File: config.mk
export PLATFORM = sky130hd
export DESIGN_NAME = paddle_ctrl_flat
export DESIGN_NICKNAME = d
export VERILOG_FILES = /design/src/rtl/paddle_ctrl_if.sv /design/src/rtl/paddle_ctrl.sv /design/src/flat_wrapper.sv
export SDC_FILE = /design/constraint.sdc
export NUM_CORES = 1
export LEC_CHECK = 0
export BUFFER_PORTS_ARGS = -buffer_cell sky130_fd_sc_hd__clkbuf_2
export CAP_MARGIN = 20
export CORE_MARGIN = 1
export CORE_UTILIZATION = 50
export DETAILED_ROUTE_END_ITERATION = 7
export PLACE_DENSITY = 0.77
export SLEW_MARGIN = 20
export SYNTH_ARGS = -nofsm -noshare
export SYNTH_HDL_FRONTEND = slang
export SYNTH_SLANG_ARGS = --single-unit
File: constraint.sdc
create_clock -name clk -period 4.1 [get_ports clk]
set_input_delay 0.205 -clock clk [delete_from_list [all_inputs] [get_ports clk]]
set_output_delay 0.205 -clock clk [all_outputs]
set_load 0.005 [all_outputs]
File: src/rtl/paddle_ctrl_if.sv
// Purpose: bundles the paddle controller's frame/button inputs and paddle outputs.
// Ports (signals):
//   refresh_tick, game_over          frame pulse and hold-centred request
//   btn_up1, btn_dn1, btn_up2, btn_dn2  raw asynchronous push-buttons
//   paddle1_y, paddle2_y             paddle top rows (10 bit)
//   paddle1_dir, paddle2_dir         FSM state: 00 idle, 01 up, 10 down
// Modports: master drives the inputs (ball block / board), slave is the controller.
interface paddle_ctrl_if;
  logic       refresh_tick;
  logic       game_over;
  logic       btn_up1;
  logic       btn_dn1;
  logic       btn_up2;
  logic       btn_dn2;
  logic [9:0] paddle1_y;
  logic [9:0] paddle2_y;
  logic [1:0] paddle1_dir;
  logic [1:0] paddle2_dir;

  modport master (
    output refresh_tick, game_over, btn_up1, btn_dn1, btn_up2, btn_dn2,
    input  paddle1_y, paddle2_y, paddle1_dir, paddle2_dir
  );

  modport slave (
    input  refresh_tick, game_over, btn_up1, btn_dn1, btn_up2, btn_dn2,
    output paddle1_y, paddle2_y, paddle1_dir, paddle2_dir
  );
endinterface

File: src/rtl/paddle_ctrl.sv
// Purpose: turns four raw push-buttons into two paddle positions. Each button is
// synchronised (2 FF) and debounced; each paddle runs an IDLE/UP/DOWN FSM stepped
// on refresh_tick, with a speed that ramps while the direction is held and a
// position that saturates inside the playfield.
// Ports:
//   clk    in  system clock
//   reset  in  synchronous, active-high reset
//   bus    slave modport of paddle_ctrl_if (tick, game_over, buttons in; y/dir out)
module paddle_ctrl #(
  parameter int unsigned DEB_CYCLES = 250000,
  parameter int unsigned PADDLE_H   = 72,
  parameter int unsigned FIELD_H    = 455,
  parameter int unsigned MIN_SPEED  = 2,
  parameter int unsigned MAX_SPEED  = 6,
  parameter int unsigned RAMP_TICKS = 8
) (
  input logic          clk,
  input logic          reset,
  paddle_ctrl_if.slave bus
);

  localparam int unsigned Y_W      = 10;
  localparam int unsigned EXT_W    = 11;
  localparam int unsigned N_BTN    = 4;
  localparam int unsigned N_PAD    = 2;
  localparam int unsigned Y_MAX    = FIELD_H - PADDLE_H;
  localparam int unsigned Y_CENTRE = Y_MAX >> 1;
  localparam int unsigned DEB_W    = (DEB_CYCLES > 1) ? $clog2(DEB_CYCLES) : 1;
  localparam int unsigned SPD_W    = $clog2(MAX_SPEED + 1);
  localparam int unsigned HOLD_W   = $clog2(RAMP_TICKS + 1);

  localparam logic [1:0] ST_IDLE = 2'b00;
  localparam logic [1:0] ST_UP   = 2'b01;
  localparam logic [1:0] ST_DN   = 2'b10;

  // Button order: [0] up1, [1] dn1, [2] up2, [3] dn2.
  logic [N_BTN-1:0] w_raw;
  logic [N_BTN-1:0] r_s0;
  logic [N_BTN-1:0] r_s1;
  logic [N_BTN-1:0] r_deb;
  logic [DEB_W-1:0] r_cnt [N_BTN];

  logic [1:0]        r_state [N_PAD];
  logic [Y_W-1:0]    r_y     [N_PAD];
  logic [SPD_W-1:0]  r_spd   [N_PAD];
  logic [HOLD_W-1:0] r_hold  [N_PAD];

  logic [1:0]        w_state_nxt [N_PAD];
  logic [Y_W-1:0]    w_y_nxt     [N_PAD];
  logic [SPD_W-1:0]  w_spd_nxt   [N_PAD];
  logic [HOLD_W-1:0] w_hold_nxt  [N_PAD];
  logic [1:0]        w_tgt       [N_PAD];
  logic              w_enter     [N_PAD];
  logic [SPD_W-1:0]  w_spd_eff   [N_PAD];
  logic [HOLD_W-1:0] w_hold_inc  [N_PAD];
  logic [EXT_W-1:0]  w_y_ext     [N_PAD];
  logic [EXT_W-1:0]  w_spd_ext   [N_PAD];
  logic [EXT_W-1:0]  w_dn_sum    [N_PAD];

  assign w_raw = {bus.btn_dn2, bus.btn_up2, bus.btn_dn1, bus.btn_up1};

  // Synchroniser and debounce: the level follows s1 only after DEB_CYCLES stable clocks.
  always_ff @(posedge clk) begin
    if (reset) begin
      r_s0  <= '0;
      r_s1  <= '0;
      r_deb <= '0;
      for (int b = 0; b < N_BTN; b++) r_cnt[b] <= '0;
    end else begin
      r_s0 <= w_raw;
      r_s1 <= r_s0;
      for (int b = 0; b < N_BTN; b++) begin
        if (r_s1[b] != r_deb[b]) begin
          if (r_cnt[b] == DEB_W'(DEB_CYCLES - 1)) begin
            r_deb[b] <= r_s1[b];
            r_cnt[b] <= '0;
          end else begin
            r_cnt[b] <= r_cnt[b] + DEB_W'(1);
          end
        end else begin
          r_cnt[b] <= '0;
        end
      end
    end
  end

  // Paddle state registers.
  always_ff @(posedge clk) begin
    if (reset) begin
      for (int p = 0; p < N_PAD; p++) begin
        r_state[p] <= ST_IDLE;
        r_y[p]     <= Y_W'(Y_CENTRE);
        r_spd[p]   <= SPD_W'(MIN_SPEED);
        r_hold[p]  <= '0;
      end
    end else begin
      for (int p = 0; p < N_PAD; p++) begin
        r_state[p] <= w_state_nxt[p];
        r_y[p]     <= w_y_nxt[p];
        r_spd[p]   <= w_spd_nxt[p];
        r_hold[p]  <= w_hold_nxt[p];
      end
    end
  end

  // Next-state, movement and speed ramp per paddle.
  always_comb begin
    for (int p = 0; p < N_PAD; p++) begin
      w_state_nxt[p] = r_state[p];
      w_y_nxt[p]     = r_y[p];
      w_spd_nxt[p]   = r_spd[p];
      w_hold_nxt[p]  = r_hold[p];

      if (r_deb[2*p] && !r_deb[2*p+1])      w_tgt[p] = ST_UP;
      else if (r_deb[2*p+1] && !r_deb[2*p]) w_tgt[p] = ST_DN;
      else                                  w_tgt[p] = ST_IDLE;

      // A fresh direction (including a direct UP<->DOWN reversal) restarts the ramp
      // before this tick's move.
      w_enter[p]    = (w_tgt[p] != r_state[p]);
      w_spd_eff[p]  = w_enter[p] ? SPD_W'(MIN_SPEED) : r_spd[p];
      w_hold_inc[p] = w_enter[p] ? HOLD_W'(1) : (r_hold[p] + HOLD_W'(1));
      w_y_ext[p]    = {1'b0, r_y[p]};
      w_spd_ext[p]  = EXT_W'(w_spd_eff[p]);
      w_dn_sum[p]   = w_y_ext[p] + w_spd_ext[p];

      if (bus.game_over) begin
        w_state_nxt[p] = ST_IDLE;
        w_y_nxt[p]     = Y_W'(Y_CENTRE);
        w_spd_nxt[p]   = SPD_W'(MIN_SPEED);
        w_hold_nxt[p]  = '0;
      end else if (bus.refresh_tick) begin
        w_state_nxt[p] = w_tgt[p];
        if (w_tgt[p] == ST_IDLE) begin
          w_spd_nxt[p]  = SPD_W'(MIN_SPEED);
          w_hold_nxt[p] = '0;
        end else begin
          if (w_tgt[p] == ST_UP) begin
            w_y_nxt[p] = (w_y_ext[p] < w_spd_ext[p]) ? '0
                                                      : Y_W'(w_y_ext[p] - w_spd_ext[p]);
          end else begin
            w_y_nxt[p] = (w_dn_sum[p] > EXT_W'(Y_MAX)) ? Y_W'(Y_MAX) : Y_W'(w_dn_sum[p]);
          end
          if (w_hold_inc[p] == HOLD_W'(RAMP_TICKS)) begin
            w_spd_nxt[p]  = (w_spd_eff[p] >= SPD_W'(MAX_SPEED)) ? SPD_W'(MAX_SPEED)
                                                                 : (w_spd_eff[p] + SPD_W'(1));
            w_hold_nxt[p] = '0;
          end else begin
            w_spd_nxt[p]  = w_spd_eff[p];
            w_hold_nxt[p] = w_hold_inc[p];
          end
        end
      end
    end
  end

  assign bus.paddle1_y   = r_y[0];
  assign bus.paddle2_y   = r_y[1];
  assign bus.paddle1_dir = r_state[0];
  assign bus.paddle2_dir = r_state[1];

endmodule

File: src/flat_wrapper.sv
// flat-port wrapper written by rule: the top's interface ports become plain ports
module paddle_ctrl_flat 
#(
  parameter int unsigned DEB_CYCLES = 250000,
  parameter int unsigned PADDLE_H   = 72,
  parameter int unsigned FIELD_H    = 455,
  parameter int unsigned MIN_SPEED  = 2,
  parameter int unsigned MAX_SPEED  = 6,
  parameter int unsigned RAMP_TICKS = 8
)
  (clk, reset, bus_refresh_tick, bus_game_over, bus_btn_up1, bus_btn_dn1, bus_btn_up2, bus_btn_dn2, bus_paddle1_y, bus_paddle2_y, bus_paddle1_dir, bus_paddle2_dir);
  paddle_ctrl_if bus_i ();
  input logic clk;
  input logic reset;
  input wire logic [$bits(bus_i.refresh_tick)-1:0] bus_refresh_tick;
  input wire logic [$bits(bus_i.game_over)-1:0] bus_game_over;
  input wire logic [$bits(bus_i.btn_up1)-1:0] bus_btn_up1;
  input wire logic [$bits(bus_i.btn_dn1)-1:0] bus_btn_dn1;
  input wire logic [$bits(bus_i.btn_up2)-1:0] bus_btn_up2;
  input wire logic [$bits(bus_i.btn_dn2)-1:0] bus_btn_dn2;
  output wire logic [$bits(bus_i.paddle1_y)-1:0] bus_paddle1_y;
  output wire logic [$bits(bus_i.paddle2_y)-1:0] bus_paddle2_y;
  output wire logic [$bits(bus_i.paddle1_dir)-1:0] bus_paddle1_dir;
  output wire logic [$bits(bus_i.paddle2_dir)-1:0] bus_paddle2_dir;
  assign bus_i.refresh_tick = bus_refresh_tick;
  assign bus_i.game_over = bus_game_over;
  assign bus_i.btn_up1 = bus_btn_up1;
  assign bus_i.btn_dn1 = bus_btn_dn1;
  assign bus_i.btn_up2 = bus_btn_up2;
  assign bus_i.btn_dn2 = bus_btn_dn2;
  assign bus_paddle1_y = bus_i.paddle1_y;
  assign bus_paddle2_y = bus_i.paddle2_y;
  assign bus_paddle1_dir = bus_i.paddle1_dir;
  assign bus_paddle2_dir = bus_i.paddle2_dir;
  paddle_ctrl #(.DEB_CYCLES(DEB_CYCLES), .PADDLE_H(PADDLE_H), .FIELD_H(FIELD_H), .MIN_SPEED(MIN_SPEED), .MAX_SPEED(MAX_SPEED), .RAMP_TICKS(RAMP_TICKS)) u_core (.clk(clk), .reset(reset), .bus(bus_i));
endmodule
# Word-level counts from Yosys, hierarchy flattened
# Memory sizes are Yosys's and may differ from the RTL's.
# Cells that the tools add are included.
[classes]
magnitude_cmp = 6
addsub = 12
n_mux = 109
reduce_logical = 14
n_eq_ne = 14
bitwise_logic = 20
[op_table]
columns = ["op", "n"]
rows = [
  ["$mux 18", 12],
  ["$mux 10", 14],
  ["$add 18x1->18 const B", 4],
  ["$eq 18x18->1 const B", 4],
  ["$mux 4", 12],
  ["$mux 1", 47],
  ["$mux 3", 14],
  ["$add 10x3->11", 2],
  ["$gt 11x9->1 const B", 2],
  ["$lt 10x3->1", 2],
  ["$mux 2", 10],
  ["$or 1x1->1", 20],
  ["$sub 10x3->10", 2],
  ["$add 4x1->4 const B", 2],
  ["$eq 4x4->1 const B", 2],
  ["$reduce_and 2->1", 4],
  ["$add 3x1->3 const B", 2],
  ["$ge 3x3->1 const B", 2],
  ["$eq 2x1->1 const B", 2],
  ["$logic_and 1x1->1", 4],
  ["$logic_not 1->1", 4],
  ["$logic_not 2->1", 2],
  ["$ne 1x1->1", 4],
  ["$ne 2x2->1", 2],
]
[word_totals]
word_cells = 186
n_memories = 5
out_inout_bits = 24
reg_bits = 12
input_bits = 8
ramBits = 110
[memory_table]
columns = ["memory", "words", "word_bits", "rd", "rd_ports_with_merged_regs", "write_ports", "line", "rtl"]
rows = [
  ["u_core.r_cnt", 4, 18, 4, 0, 4, "paddle_ctrl.sv:41", "logic [DEB_W-1:0] r_cnt [N_BTN];"],
  ["u_core.r_y", 2, 10, 2, 0, 2, "paddle_ctrl.sv:44", "logic [Y_W-1:0] r_y [N_PAD];"],
  ["u_core.r_hold", 2, 4, 2, 0, 2, "paddle_ctrl.sv:46", "logic [HOLD_W-1:0] r_hold [N_PAD];"],
  ["u_core.r_spd", 2, 3, 2, 0, 2, "paddle_ctrl.sv:45", "logic [SPD_W-1:0] r_spd [N_PAD];"],
  ["u_core.r_state", 2, 2, 2, 0, 2, "paddle_ctrl.sv:43", "logic [1:0] r_state [N_PAD];"],
]

# Longest topological paths before layout
[depth]
depth_word = 14
ltp_mapped = 14
mapped_depth_nobuf = 14

# Worst setup path after synthesis
# Ideal clock, no wire load.
[synth_timing]
path_type = "reg2reg"
startpoint = "register u_core.r_deb[2]"
endpoint = "memory u_core.r_y[1][2] (netlist: u_core.r_y[0][12])"
t_arrival_ps = 3092
synth_period_minus_slack_ps = 3208
stages_incl_launch_ff = 14
n_path_buf = 0
required_ps = 3983
setup_time_ps = 117
slack_ps = 892
cell_sequence = "dfxtp_1 inv_1 ha_1 xor2_1 nor2_1 nand2_1 inv_1 ha_1 fa_1 or4b_1 a211oi_1 o311ai_1 a31o_2 o22a_1"
[synth_rtl]
columns = ["element", "line", "rtl"]
rows = [
  ["start, declared", "paddle_ctrl.sv:40", "logic [N_BTN-1:0] r_deb;"],
  ["start signal, assigned by index", "paddle_ctrl.sv:75", "r_deb[b] <= r_s1[b];"],
  ["end, declared", "paddle_ctrl.sv:44", ""],
]

==> impl_metrics.json <==
{
  "via_per_inst": 5.37,
  "synth_ff_type": "edfxtp_1",
  "first_pass_iters": 5,
  "r2r_cells": 13,
  "slew_headroom": 0.593,
  "tns_ps": 0,
  "routedWlPerCell_microns": 13.5,
  "final_util": 0.597,
  "async_reset_ff_frac": 0,
  "syn_area_sq_um": 7190,
  "finalNetCount": 884,
  "grt_max_degree": 21,
  "port_buffers": 31,
  "ys_types": 80,
  "dpl.hpwl_microns": 9980,
  "yosys.area.top_type": "edfxtp_1",
  "outcome": "finished, final reports clean",
  "worst_pin_slew_ps": 605,
  "grt.overflow.total": 0,
  "drv_cap": 0,
  "dr.max_layer_used": "met4",
  "vias": 5599,
  "clkTransAtPathRegs_ps": 60,
  "hold_ws_ps": 27.8,
  "seq_area_frac_synth": 0.440,
  "synth_area_leaders": "edfxtp_1, dfxtp_1, nor2_1, xor2_1, xnor2_1",
  "setup_violations": 0,
  "met1_length_microns": 6710,
  "netlist.area_leader.share": 0.301,
  "yosysMostFrequentCell": "nor2_1",
  "met3_length_microns": 514,
  "stdcell_count": 1043,
  "period_share": 0.871,
  "synth_commonest_cells": "nor2_1, edfxtp_1, dfxtp_1",
  "path_cells": "inv_1 > ha_1 > xor2_1 > nor2_1 > nand2_1 > inv_1 > ha_1 > fa_1 > or4b_1 > nor3_1 > nor3_1 > nor3_2 > a31oi_1",
  "avgSynthCellArea_sq_um": 9.54,
  "rsz0062_at_grt": "false",
  "power.leakage_nw": 3.14,
  "ant_nets": 0,
  "row_count": 43,
  "timing.hold.worst_path_depth": 2,
  "wirelength_microns": 14100,
  "period_needed_ps": 3570,
  "grt_pass1_wl_microns": 24300,
  "cp_max_fo": 6,
  "grt_pass1_vias": 5419,
  "syn_to_final_growth_pct": 15.6,
  "post-cts-setup-buffer-count": 0,
  "hp-class": "input port to flip-flop",
  "layout-drive-gt1-share": 0.101,
  "skew_ps": 8.49,
  "initial_core_util": 0.516,
  "hold_violations": 0,
  "dieArea_sq_um": 14900,
  "cts_max_level": 4,
  "cts.path.max_buffers": 2,
  "ioPinCount": 32,
  "grt_usage": 0.206,
  "ys_ff_latch": 122,
  "drtIter0Drc": 308,
  "wl_met2_microns": 6620,
  "crit_arrival_ps": 3850,
  "rrSetupSlack_ps": 530,
  "dp.cells": 1010,
  "n_antenna_cell": 0,
  "endpoint_kind": "flip-flop",
  "critPathRequiredTime_ps": 4380,
  "fmax_ghz": 0.280,
  "slowest_delay_ps": 510,
  "drc": 0,
  "crit_path_top_delay_cell": "or4b_1",
  "ir_drop_mv": 0.299,
  "netlist_instances": 754,
  "cts_sinks": 122,
  "fp.coreArea_sq_um": 13900,
  "crit_path_start_kind": "flip-flop",
  "antenna_found_initial": 0,
  "synth-edff-count": 72,
  "gp_routability_congestion": 0.922,
  "cts_buffers": 17,
  "yosysWarnings": 0,
  "clock_latency_ps": 420,
  "fp.dieH_microns": 122,
  "slew_viol_final": 0,
  "power.density_nw_per_um2": 350,
  "cts_root_buf": "clkbuf_16",
  "tritoncts": "done",
  "worstSetupPathType": "flip-flop to flip-flop",
  "die_x_microns": 122
}
area by class of cell:
cell class / instances / area [sq um]
multi-input combinational: 644 / 4050
inverter: 30 / 113
clock inverter: 13 / 115
timing repair buffer: 35 / 188
tap: 180 / 225
fill: 1185 / 5620
clock buffer: 19 / 464
sequential: 122 / 3160
metal layers:
metal | vias to the layer above | track usage
li1 | 2845 | -
met1 | 2628 | 0.269
met2 | 102 | 0.324
met3 | 24 | 0.0463
met4 | 0 | 0.0965
met5 | - | 0
kinds of logic after synthesis:
| family | count (synthesis) | share of synthesized area |
|---|---|---|
| compound gates | 112 | 0.109 |
| flops | 122 | 0.440 |
| fa+ha+maj | 26 | 0.0494 |
| buf+inv | 59 | 0.0345 |
| simple gates | 330 | 0.238 |
| xor+xnor | 90 | 0.110 |
| mux | 14 | 0.0198 |
| other cells | 1 | 0.000522 |
per-stage QoR:
stage	setup WS (ps)	total power [mW]	cell area [sq um]
6_report	530	2.91	8310
5_1_grt	262	3.00	8310
4_1_cts	530	2.93	8310
3_5_place_dp	523	1.48	7720
3_3_place_gp	689	1.47	7720
2_1_floorplan	892	1.45	7460
final timing paths:
check | from | endpoint
worst min-delay path | bus_btn_dn1 | u_core.r_s0[1]$_SDFF_PP0_
worst max-delay path | u_core.r_deb[0]$_SDFFE_PP0P_ | u_core.r_y[0][5]$_SDFFE_PP1P_
worst max register to register | u_core.r_deb[0]$_SDFFE_PP0P_ | u_core.r_y[0][5]$_SDFFE_PP1P_
worst min register to register | u_core.r_s0[3]$_SDFF_PP0_ | u_core.r_s1[3]$_SDFF_PP0_
registers in the layout, indices dropped and copies added (netlist names):
| signal | cells |
|---|---|
| u_core.r_state | 4 |
| u_core.r_spd | 6 |
| u_core.r_s0 | 4 |
| u_core.r_y | 20 |
| u_core.r_s1 | 4 |
| u_core.r_cnt | 72 |
| u_core.r_hold | 8 |
| u_core.r_deb | 4 |
report_power, final:
group / total [mW] / switching [mW] / internal (mW)
clock network: 1.45 / 0.565 / 0.887
registers: 1.37 / 0.0340 / 1.33
logic: 0.0889 / 0.0545 / 0.0344
total: 2.91 / 0.654 / 2.25
cell usage in the layout, fill, tap and decap left out, drive strengths merged, types with 7 or more instances in the layout:
cell / netlist / routed
xor2: 46 / 46
nand3: 39 / 39
clkbuf: 13 / 50
and3: 12 / 12
mux2i: 12 / 12
a21oi: 30 / 30
nand4: 17 / 17
ha: 22 / 22
o21ai: 23 / 23
nor4: 10 / 10
nor3: 12 / 12
conb: 1 / 72
nor2: 132 / 132
or3: 12 / 12
and4: 7 / 7
xnor2: 44 / 44
nor2b: 13 / 13
inv: 29 / 33
nand2: 43 / 43
dfxtp: 50 / 50
edfxtp: 72 / 72
nor4b: 8 / 8
worst max-delay path, delay by kind of cell (launching register included):
family                     cells  cell delay, ps
AOI/OAI and AO/OA              1             150
xor gates and xnor gates       1             360
adders and majority gates      3             860
buffers and inverters          2             150
DFF                            1             390
and+or+nand+nor                6            1510
what timing repair did:
action	in CTS	in global routing
hold buffers	1	0
endpoints found under the hold margin	1	0
endpoints found under the setup margin	0	0
resized for setup	0	0
Note: power is estimated with default switching activity, not from simulation.
